<file path="config.mk">
export PLATFORM = sky130hd
export DESIGN_NAME = arb_mux2_reg
export DESIGN_NICKNAME = d
export VERILOG_FILES = /design/src/rtl/arb_mux2_reg_pkg.sv /design/src/rtl/arb_mux2_reg_mux2i.sv /design/src/rtl/arb_mux2_reg.sv
export SDC_FILE = /design/constraint.sdc
export NUM_CORES = 1
export LEC_CHECK = 0
export CORE_ASPECT_RATIO = 1.1
export CORE_MARGIN = 5
export CORE_UTILIZATION = 38
export CTS_CLUSTER_DIAMETER = 40
export CTS_CLUSTER_SIZE = 16
export DETAILED_ROUTE_END_ITERATION = 6
export PLACE_DENSITY = 0.84
export SLEW_MARGIN = 5
export SYNTH_ARGS = -nofsm -noshare
export SYNTH_HDL_FRONTEND = slang
export SYNTH_SLANG_ARGS = --single-unit
export TNS_END_PERCENT = 20
</file>
<file path="constraint.sdc">
create_clock -name clk -period 1.55 [get_ports clk]
set_input_delay 0.3875 -clock clk [delete_from_list [all_inputs] [get_ports clk]]
set_output_delay 0.3875 -clock clk [all_outputs]
set_load 0.02 [all_outputs]
</file>
<file path="src/rtl/arb_mux2_reg_pkg.sv">
// Shared constants for the two-input registered arbiter mux.
// SEL_IN1/SEL_IN2 encode both the mux select and the sel output.
package arb_mux2_reg_pkg;
   localparam logic SEL_IN1 = 1'b0;
   localparam logic SEL_IN2 = 1'b1;
endpackage

</file>
<file path="src/rtl/arb_mux2_reg_mux2i.sv">
// Library inverting 2:1 mux: y = ~(s ? b : a).
// Ports: a, b data in; s select (0 = a); y inverted result.
module Mux2I #(
   parameter int WIDTH = 8
) (
   input  logic [WIDTH-1:0] a,
   input  logic [WIDTH-1:0] b,
   input  logic             s,
   output logic [WIDTH-1:0] y
);
   assign y = ~(s ? b : a);
endmodule

</file>
<file path="src/rtl/arb_mux2_reg.sv">
// Round-robin arbiter merging two valid/ready streams into one output
// register. Ports: clk, rst_n (sync, active-low); in1/in2 streams with
// valid/ready; out/out_valid/out_ready/sel output stream.
// Macro ARB_MUX2_REG_PKT_LOCK_EN adds in1_last/in2_last/out_last and
// holds the grant on one source until its last beat transfers.
module arb_mux2_reg
   import arb_mux2_reg_pkg::*;
#(
   parameter int WIDTH = 8
) (
   input  logic             clk,
   input  logic             rst_n,
   input  logic [WIDTH-1:0] in1,
   input  logic             in1_valid,
   output logic             in1_ready,
   input  logic [WIDTH-1:0] in2,
   input  logic             in2_valid,
   output logic             in2_ready,
   output logic [WIDTH-1:0] out,
   output logic             out_valid,
   input  logic             out_ready,
   output logic             sel
`ifdef ARB_MUX2_REG_PKT_LOCK_EN
   ,
   input  logic             in1_last,
   input  logic             in2_last,
   output logic             out_last
`endif
);
   logic             prio;
   logic             load;
   logic             elig1;
   logic             elig2;
   logic             g1;
   logic             g2;
   logic             gsel;
   logic             glast;
   logic             xfer;
   logic [WIDTH-1:0] mux_n;

`ifdef ARB_MUX2_REG_PKT_LOCK_EN
   logic lock;
   // While locked, sel still names the source of the open packet.
   assign elig1 = in1_valid & (~lock | (sel == SEL_IN1));
   assign elig2 = in2_valid & (~lock | (sel == SEL_IN2));
   assign glast = g2 ? in2_last : in1_last;
`else
   assign elig1 = in1_valid;
   assign elig2 = in2_valid;
   assign glast = 1'b1;
`endif

   assign g1 = elig1 & (~elig2 | (prio == SEL_IN1));
   assign g2 = elig2 & (~elig1 | (prio == SEL_IN2));

   assign load      = ~out_valid | out_ready;
   assign in1_ready = rst_n & load & g1;
   assign in2_ready = rst_n & load & g2;
   assign xfer      = load & (g1 | g2);
   assign gsel      = g2 ? SEL_IN2 : SEL_IN1;

   Mux2I #(
      .WIDTH(WIDTH)
   ) u_mux (
      .a(in1),
      .b(in2),
      .s(gsel),
      .y(mux_n)
   );

   always_ff @(posedge clk) begin
      if (!rst_n) begin
         out       <= '0;
         out_valid <= 1'b0;
         sel       <= SEL_IN1;
         prio      <= SEL_IN1;
`ifdef ARB_MUX2_REG_PKT_LOCK_EN
         out_last  <= 1'b0;
         lock      <= 1'b0;
`endif
      end else if (xfer) begin
         // Undo the mux inversion on the way into the register.
         out       <= ~mux_n;
         out_valid <= 1'b1;
         sel       <= gsel;
         if (glast)
            prio <= ~gsel;
`ifdef ARB_MUX2_REG_PKT_LOCK_EN
         out_last  <= glast;
         lock      <= ~glast;
`endif
      end else if (out_ready) begin
         out_valid <= 1'b0;
      end
   end
endmodule

</file>
Word-level counts from Yosys, hierarchy flattened --
Index checks and enable logic that the tools add are counted.
Cells by class: mux-type cells 4, bitwise operators 17, reduce and logical (&&, ||, !) cells 1
Operator list (count):
- inverter 8 bit | 2
- two-way mux 8 bit | 1
- bitwise AND 1 bit | 6
- inverter 1 bit | 5
- bitwise OR 1 bit | 4
- two-way mux 1 bit | 3
- nonzero test 2 bit | 1
Storage, ports and cells: register bits 11, bits of input ports 21, output and inout port bits 12

Depth between registers and ports, before layout --
Gate-level depths: netlist of the first run.
word-level depth 7, gate-level depth with buffers 5, gate-level depth less buffers 3

Modules after synthesis --
Synthesis of the first run repeated with hierarchy kept, for this count alone.
Second synthesis, totals: cell total of the unflattened synthesis 58, area, all modules 574.3 um2
By module, submodules not included:
- arb_mux2_reg | times used 1, cells each 49, area each 483.0 um2
- Mux2I | times used 1, cells each 9, area each 91.3 um2

Worst setup path after synthesis of the first run --
Ideal clock, no wire load.
path kind in2out, start in out_ready, end out in2_ready, arrival 1105 ps, path slack 57 ps, cell stages on the path 5, buffers on the path 2, path through nand2b_1 > buf_6 > buf_8 > nand3_1 > nor2_1
On the way: word-level cells in the longest chain between the ends 3
Ends and longest elaborated chain:
- start: declaration | RTL line arb_mux2_reg.sv:21 | input logic out_ready,
- bitwise OR 1 bit | RTL line arb_mux2_reg.sv:56 | assign load = ~out_valid | out_ready;
- bitwise AND 1 bit (2 in a row) | RTL line arb_mux2_reg.sv:58 | assign in2_ready = rst_n & load & g2;
- end: declaration | RTL line arb_mux2_reg.sv:18 | output logic in2_ready,
No other way between the ends.

Worst setup path in the final report of the first run --
start in in1_valid, end out in2_ready
On the way: word-level cells in the longest chain between the ends 4
Ends and longest elaborated chain:
- start: declaration | RTL line arb_mux2_reg.sv:14 | input logic in1_valid,
- inverter 1 bit | RTL line arb_mux2_reg.sv:54 | assign g2 = elig2 & (~elig1 | (prio == SEL_IN2));
- bitwise OR 1 bit | RTL line arb_mux2_reg.sv:54
- bitwise AND 1 bit | RTL line arb_mux2_reg.sv:54
- bitwise AND 1 bit | RTL line arb_mux2_reg.sv:58
No other way between the ends.

==> summary.txt, run 1 <==
STA
  • Rel. slew slack: 0.842
  • Setup Skew: 0.000577 ns
  • Slew Limit Fails: 0
  • Slew @ Worst Pin: 0.237 ns
  • Final setup fails: 0
  • Final Hold Vio Count: 0
  • Tmin final: 1.51 ns
  • Period utilisation layout: 0.974
  • Fmax: 0.662 GHz
  • Post-route setup TNS: 0 ns

Critical path
  • Crit path DAT: 1.12 ns
  • Worst Setup End Kind: output pin
  • R2R depth: 5
  • Crit Path Category: input port to output pin
  • Critical R2R Capture: out[7]
  • Critical Path RT: 1.16 ns
  • Crit-path max FO: 4
  • Startpoint types: input port
  • RR Startpoint: out_valid
  • R2R Setup Slk: 0.39 ns

Place
  • Routability cong.: 0.791
  • Port buffer count: 32
  • Dpl hpwl: 1.43 mm

Final layout
  • Layout net count: 131
  • Layout cell share with drive strength beyond 1: 0.248
  • Final core utilization: 0.704
  • Most frequent cells in the layout: nand4_1, clkdlybuf4s50_1, dlygate4sd2_1
  • Antenna cells: 0
  • Area Growth Syn to Fin: 75.5%

Power and ir drop
  • Cell internal pwr: 0.521 mW
  • Pwr/cell area: 762 nW/um^2
  • Clk pwr share: 0.266
  • Comb pwr share: 0.307
  • Flop pwr share: 0.427
  • Switching power share of the total: 0.299
  • NetSw: 0.222 mW
  • VDD IR max: 0.000759 V
  • LEAKAGE: 0.422 nW

Clocking
  • Worst skew pair latency: 0.26 ns
  • Clk root buf: clkbuf_4
  • CTS sink count: 11
  • Num CTS Buffers: 3
  • H-tree levels: 1
  • Cts hold-fix bufs: 0
  • CTS tree: yes
  • Clock-pin transition on the worst setup and hold timing paths: 0.08 ns
  • Clk buf depth: 2

Logic synthesis
  • Sequential-to-total area share from yosys stat: 0.396
  • Ys Warns: 0
  • Syn_area_per_cell: 8.17 um^2
  • Seq cells post-synth: 11
  • Syn Nets: 89
  • Distinct cells, synth: 18
  • Post-Syn Area: 556 um^2
  • Post-Syn Instances: 68

Detailed routing
  • Routed wire length: 1.92 mm
  • First-pass iteration count of the detailed router: 4
  • Post-DRT Antenna Nets: 0
  • Initial DRC Count: 25
  • Via density: 5.47
  • DRC errors left: 0
  • Via count: 684
  • Drt wl/cell: 15.3 um

Global routing
  • Total global routing overflow: 0
  • Antenna violations before repair: 0
  • Via count of the first global-routing pass: 687
  • Total GRT Usage: 0.174
  • Largest net degree at the start of global routing: 18
  • Global-route wire length before repair: 3.08 mm

Min path
  • Worst Hold Path EP: out[0]
  • Worst min path class: register to register
  • Worst Hold Launch: out[0]
  • Hold Path Stages: 2

Floorplan
  • Area of the core: 1380 um^2
  • Initial Util: 0.401
  • Die Wd: 46.5 um
  • Die ar.: 2330 um^2
  • FP Rows: 14
  • Die Ht: 50.1 um
  • I/O Pins: 33

Job
  • Max cap viols: 0

Run status
  • Status: completed
cell families (layout without fill, tap and decap cells):
| logic type | after synthesis | after routing | synth area share |
|---|---|---|---|
| AND/OR/NAND/NOR | 26 | 26 | 0.286 |
| AO/OA/AOI/OAI | 21 | 21 | 0.207 |
| flip-flops | 11 | 11 | 0.396 |
| buffers and inverters | 10 | 51 | 0.110 |
metal layers:
metal  GRT usage  share of wire
met5           0              0
met4      0.0616          0.014
met2       0.271           0.50
met3      0.0473           0.10
met1       0.225           0.39
flip-flops by register name (all words and copies together) (netlist names):
register / cells
sel: 1
prio: 1
out_valid: 1
out: 8
final cells by class:
type,count,area [um^2]
Fill cell,121,409
Timing Repair Buffer,44,392
Multi-Input combinational cell,47,304
Sequential cell,11,221
Clock buffer,4,26.3
Tap cell,16,20.0
Inverter,3,11.3
synth_stat cells:
cell | instances | area share
nand2_1 | 1 | 0.0068
inv_2 | 1 | 0.0068
nor2_4 | 1 | 0.020
nor2_1 | 2 | 0.014
o21ai_1 | 10 | 0.090
buf_8 | 1 | 0.027
dfxtp_1 | 11 | 0.40
inv_1 | 2 | 0.014
nand4_1 | 16 | 0.18
a31oi_1 | 8 | 0.090
a21oi_1 | 3 | 0.027
buf_6 | 1 | 0.020
or3_1 | 1 | 0.011
clkbuf_1 | 1 | 0.0068
nand2b_1 | 2 | 0.023
nand3_1 | 2 | 0.018
buf_2 | 4 | 0.036
and2b_1 | 1 | 0.014
worst max-delay path: stages:
cell	delay, ns
dlygate4sd2_1	0.30
nand2b_4	0.10
nand3_2	0.08
nor2_1	0.11
buf_4	0.14
stage by stage:
step                cell area [um^2]  power, mW  hold slack [ns]  worst slack, ns  std cells
floorplan                        556      0.428            0.471           0.0573         68
detailed placement               921      0.553            0.480           -0.684        119
global placement                 921      0.548            0.476           -0.639        119
global route                     975      0.788            0.522         -0.00502        125
finish                           975      0.743            0.489           0.0400        125
CTS                              945      0.736            0.490           0.0151        124
repair_timing:
item	in CTS	in global routing
resized for setup	27	6
setup buffers	1	1
setup endpoints to repair	12	2
pin swaps	1	2
power by group through the flow:
| stage | clock (mW) | sequential [mW] | combinational [mW] |
|---|---|---|---|
| 2_1_floorplan | 0 | 0.346 | 0.0817 |
| 3_3_place_gp | 0 | 0.322 | 0.227 |
| 3_5_place_dp | 0 | 0.323 | 0.230 |
| 4_1_cts | 0.201 | 0.316 | 0.219 |
| 5_1_grt | 0.222 | 0.320 | 0.246 |
| 6_report | 0.198 | 0.317 | 0.228 |
worst max path at each step:
stage,startpoint,endpoint
2_1_floorplan,out_ready,in2_ready
3_3_place_gp,out_ready,in1_ready
3_5_place_dp,out_ready,in1_ready
4_1_cts,prio,in2_ready
5_1_grt,in1_valid,in2_ready
6_report,in1_valid,in2_ready
Power figures use the tool's default switching activity.
==> inputs of run 2 (changes only) <==
--- a/config.mk
+++ b/config.mk
@@ -11,7 +11,7 @@
 export CTS_CLUSTER_DIAMETER = 40
 export CTS_CLUSTER_SIZE = 16
 export DETAILED_ROUTE_END_ITERATION = 6
-export PLACE_DENSITY = 0.84
+export PLACE_DENSITY = 0.81
 export SLEW_MARGIN = 5
 export SYNTH_ARGS = -nofsm -noshare
 export SYNTH_HDL_FRONTEND = slang
==> summary.txt, run 2 (synthesized netlist as in run 1, its figures left out) <==
Critical path
  • Critical Path RT: 1.16 ns (about the same)
  • Crit Path Category: input port to output pin (unchanged)
  • Crit path DAT: 1.12 ns (about the same)
  • Crit-path max FO: 4 (unchanged)
  • Startpoint types: input port (unchanged)
  • Worst Setup End Kind: output pin (unchanged)

Global routing
  • Antenna violations before repair: 0 (unchanged)
  • Global-route wire length before repair: 3.06 mm (was 3.08 mm)
  • Via count of the first global-routing pass: 678 (was 687)
  • Total global routing overflow: 0 (unchanged)
  • Total GRT Usage: 0.179 (was 0.174)
  • Largest net degree at the start of global routing: 18 (unchanged)

Job
  • Max cap viols: 0 (unchanged)

Clocking
  • Worst skew pair latency: 0.27 ns (was 0.26 ns)
  • Clk buf depth: 2 (unchanged)
  • Num CTS Buffers: 3 (unchanged)
  • CTS sink count: 11 (unchanged)
  • CTS tree: yes (unchanged)
  • Clk root buf: clkbuf_4 (unchanged)
  • Cts hold-fix bufs: 0 (unchanged)
  • Clock-pin transition on the worst setup and hold timing paths: 0.06 ns (was 0.08 ns)
  • H-tree levels: 1 (unchanged)

Detailed routing
  • Drt wl/cell: 15.1 um (was 15.3 um)
  • DRC errors left: 0 (unchanged)
  • Via count: 704 (was 684)
  • Initial DRC Count: 32 (was 25)
  • Routed wire length: 1.94 mm (was 1.92 mm)
  • First-pass iteration count of the detailed router: 4 (unchanged)
  • Via density: 5.50 (was 5.47)
  • Post-DRT Antenna Nets: 0 (unchanged)

Final layout
  • Antenna cells: 0 (unchanged)
  • Most frequent cells in the layout: nand4_1, clkdlybuf4s50_1, buf_4 (was nand4_1, clkdlybuf4s50_1, dlygate4sd2_1)
  • Fin cells: 128 (was 125)
  • Area Growth Syn to Fin: 82.0% (was 75.5%)
  • Largest reg by FF count: out (unchanged)
  • Layout net count: 134 (was 131)
  • Layout cell share with drive strength beyond 1: 0.277 (was 0.248)
  • Post-route cell area: 1010 um^2 (was 975 um^2)
  • Max reg flops: 8 (unchanged)
  • Fillcell total: 117 (was 121)

STA
  • Slew @ Worst Pin: 0.239 ns (was 0.237 ns)
  • Period utilisation layout: 0.971 (was 0.974)
  • Post-route setup TNS: 0 ns (unchanged)
  • Setup Skew: 0.0107 ns (was 0.000577 ns)
  • Tmin final: 1.51 ns (about the same)
  • Slew Limit Fails: 0 (unchanged)
  • Fmax: 0.664 GHz (was 0.662 GHz)
  • Final Hold Vio Count: 0 (unchanged)
  • Final setup fails: 0 (unchanged)
  • RSZ-0062 raised after global routing: yes
  • Rel. slew slack: 0.840 (was 0.842)

Place
  • Area post-placement: 936 um^2 (was 921 um^2)
  • Routability cong.: 0.810 (was 0.791)
  • Dpl hpwl: 1.40 mm (was 1.43 mm)
  • Port buffer count: 32 (unchanged)
  • Placed cell count: 121 (was 119)

Floorplan
  • Area of the core: 1380 um^2 (unchanged)
  • Die Wd: 46.5 um (unchanged)
  • Die ar.: 2330 um^2 (unchanged)
  • I/O Pins: 33 (unchanged)
  • Initial Util: 0.401 (unchanged)
  • FP Rows: 14 (unchanged)
  • Die Ht: 50.1 um (unchanged)

Min path
  • Worst min path class: register to register (unchanged)

Power and ir drop
  • Pwr/cell area: 745 nW/um^2 (was 762 nW/um^2)
  • VDD IR max: 0.000761 V (was 0.000759 V)
  • Overall Power: 0.753 mW (was 0.743 mW)
  • LEAKAGE: 0.445 nW (was 0.422 nW)

Run status
  • Status: completed (unchanged)
[run 2: changes by cell type in the layout (fill, tap and decap cells not counted), sizes merged]
cell	delta
buf	+3
dlygate4sd2	-2
clkbuf	+1
dlymetal6s2s	+1
[run 2: worst paths after layout]
check	startpoint	endpoint	slack [ns]	depth (start not counted)
hold reg to reg	sel	sel	0.49	2
hold / removal	sel	sel	0.49	2
setup / recovery	in2_valid	in1_ready	0.04	5
setup reg to reg	out_valid	prio	0.40	4
[run 2: final cells by class]
class	instances	area, um^2	area share
Multi-Input combinational cell	47	314	0.311
Clock buffer	4	26.3	0.0260
Sequential cell	11	221	0.219
Timing Repair Buffer	47	418	0.413
Tap cell	16	20.0	0.0198
Inverter	3	11.3	0.0111
[run 2: timing repair]
action	in CTS	in global routing
pin swaps	2	1
setup endpoints to repair	12	2
setup buffers	2	1
resized for setup	27	11
[run 2: metal layers]
metal	track usage	up-vias	share of wire
met5	0	-	0
met4	0.0427	0	0.010
met3	0.0582	2	0.10
met2	0.296	29	0.49
met1	0.218	322	0.40
li1	-	351	-
[run 2: per-stage QoR]
stage | hold WS, ns | setup slack [ns] | util
after floorplan | 0.471 | 0.0573 | -
after global placement | 0.477 | -0.645 | 0.676
after detailed placement | 0.477 | -0.656 | 0.676
after CTS | 0.487 | -0.00577 | 0.702
after global routing | 0.513 | -0.00774 | 0.731
final | 0.485 | 0.0448 | 0.731
[run 2: report_power, final]
part / internal [mW] / switching (mW) / leakage (nW)
sequential: 0.305 / 0.0113 / 0.0913
combinational: 0.124 / 0.116 / 0.338
clock: 0.0996 / 0.0963 / 0.0150
total: 0.529 / 0.224 / 0.445
[run 2: worst max-delay path, stage by stage]
cell and delay [ns]:
dlygate4sd2_1 0.28, nand2_1 0.13, nand3_2 0.10, nor2_4 0.10
buf_6 0.12
==> inputs of run 3 (changes only) <==
--- a/config.mk
+++ b/config.mk
@@ -5,6 +5,7 @@
 export SDC_FILE = /design/constraint.sdc
 export NUM_CORES = 1
 export LEC_CHECK = 0
+export ABC_AREA = 0
 export CORE_ASPECT_RATIO = 1.1
 export CORE_MARGIN = 5
 export CORE_UTILIZATION = 38
==> results of run 3 <==
Same layout as run 2: the final DEF is identical, and so are final timing and power.
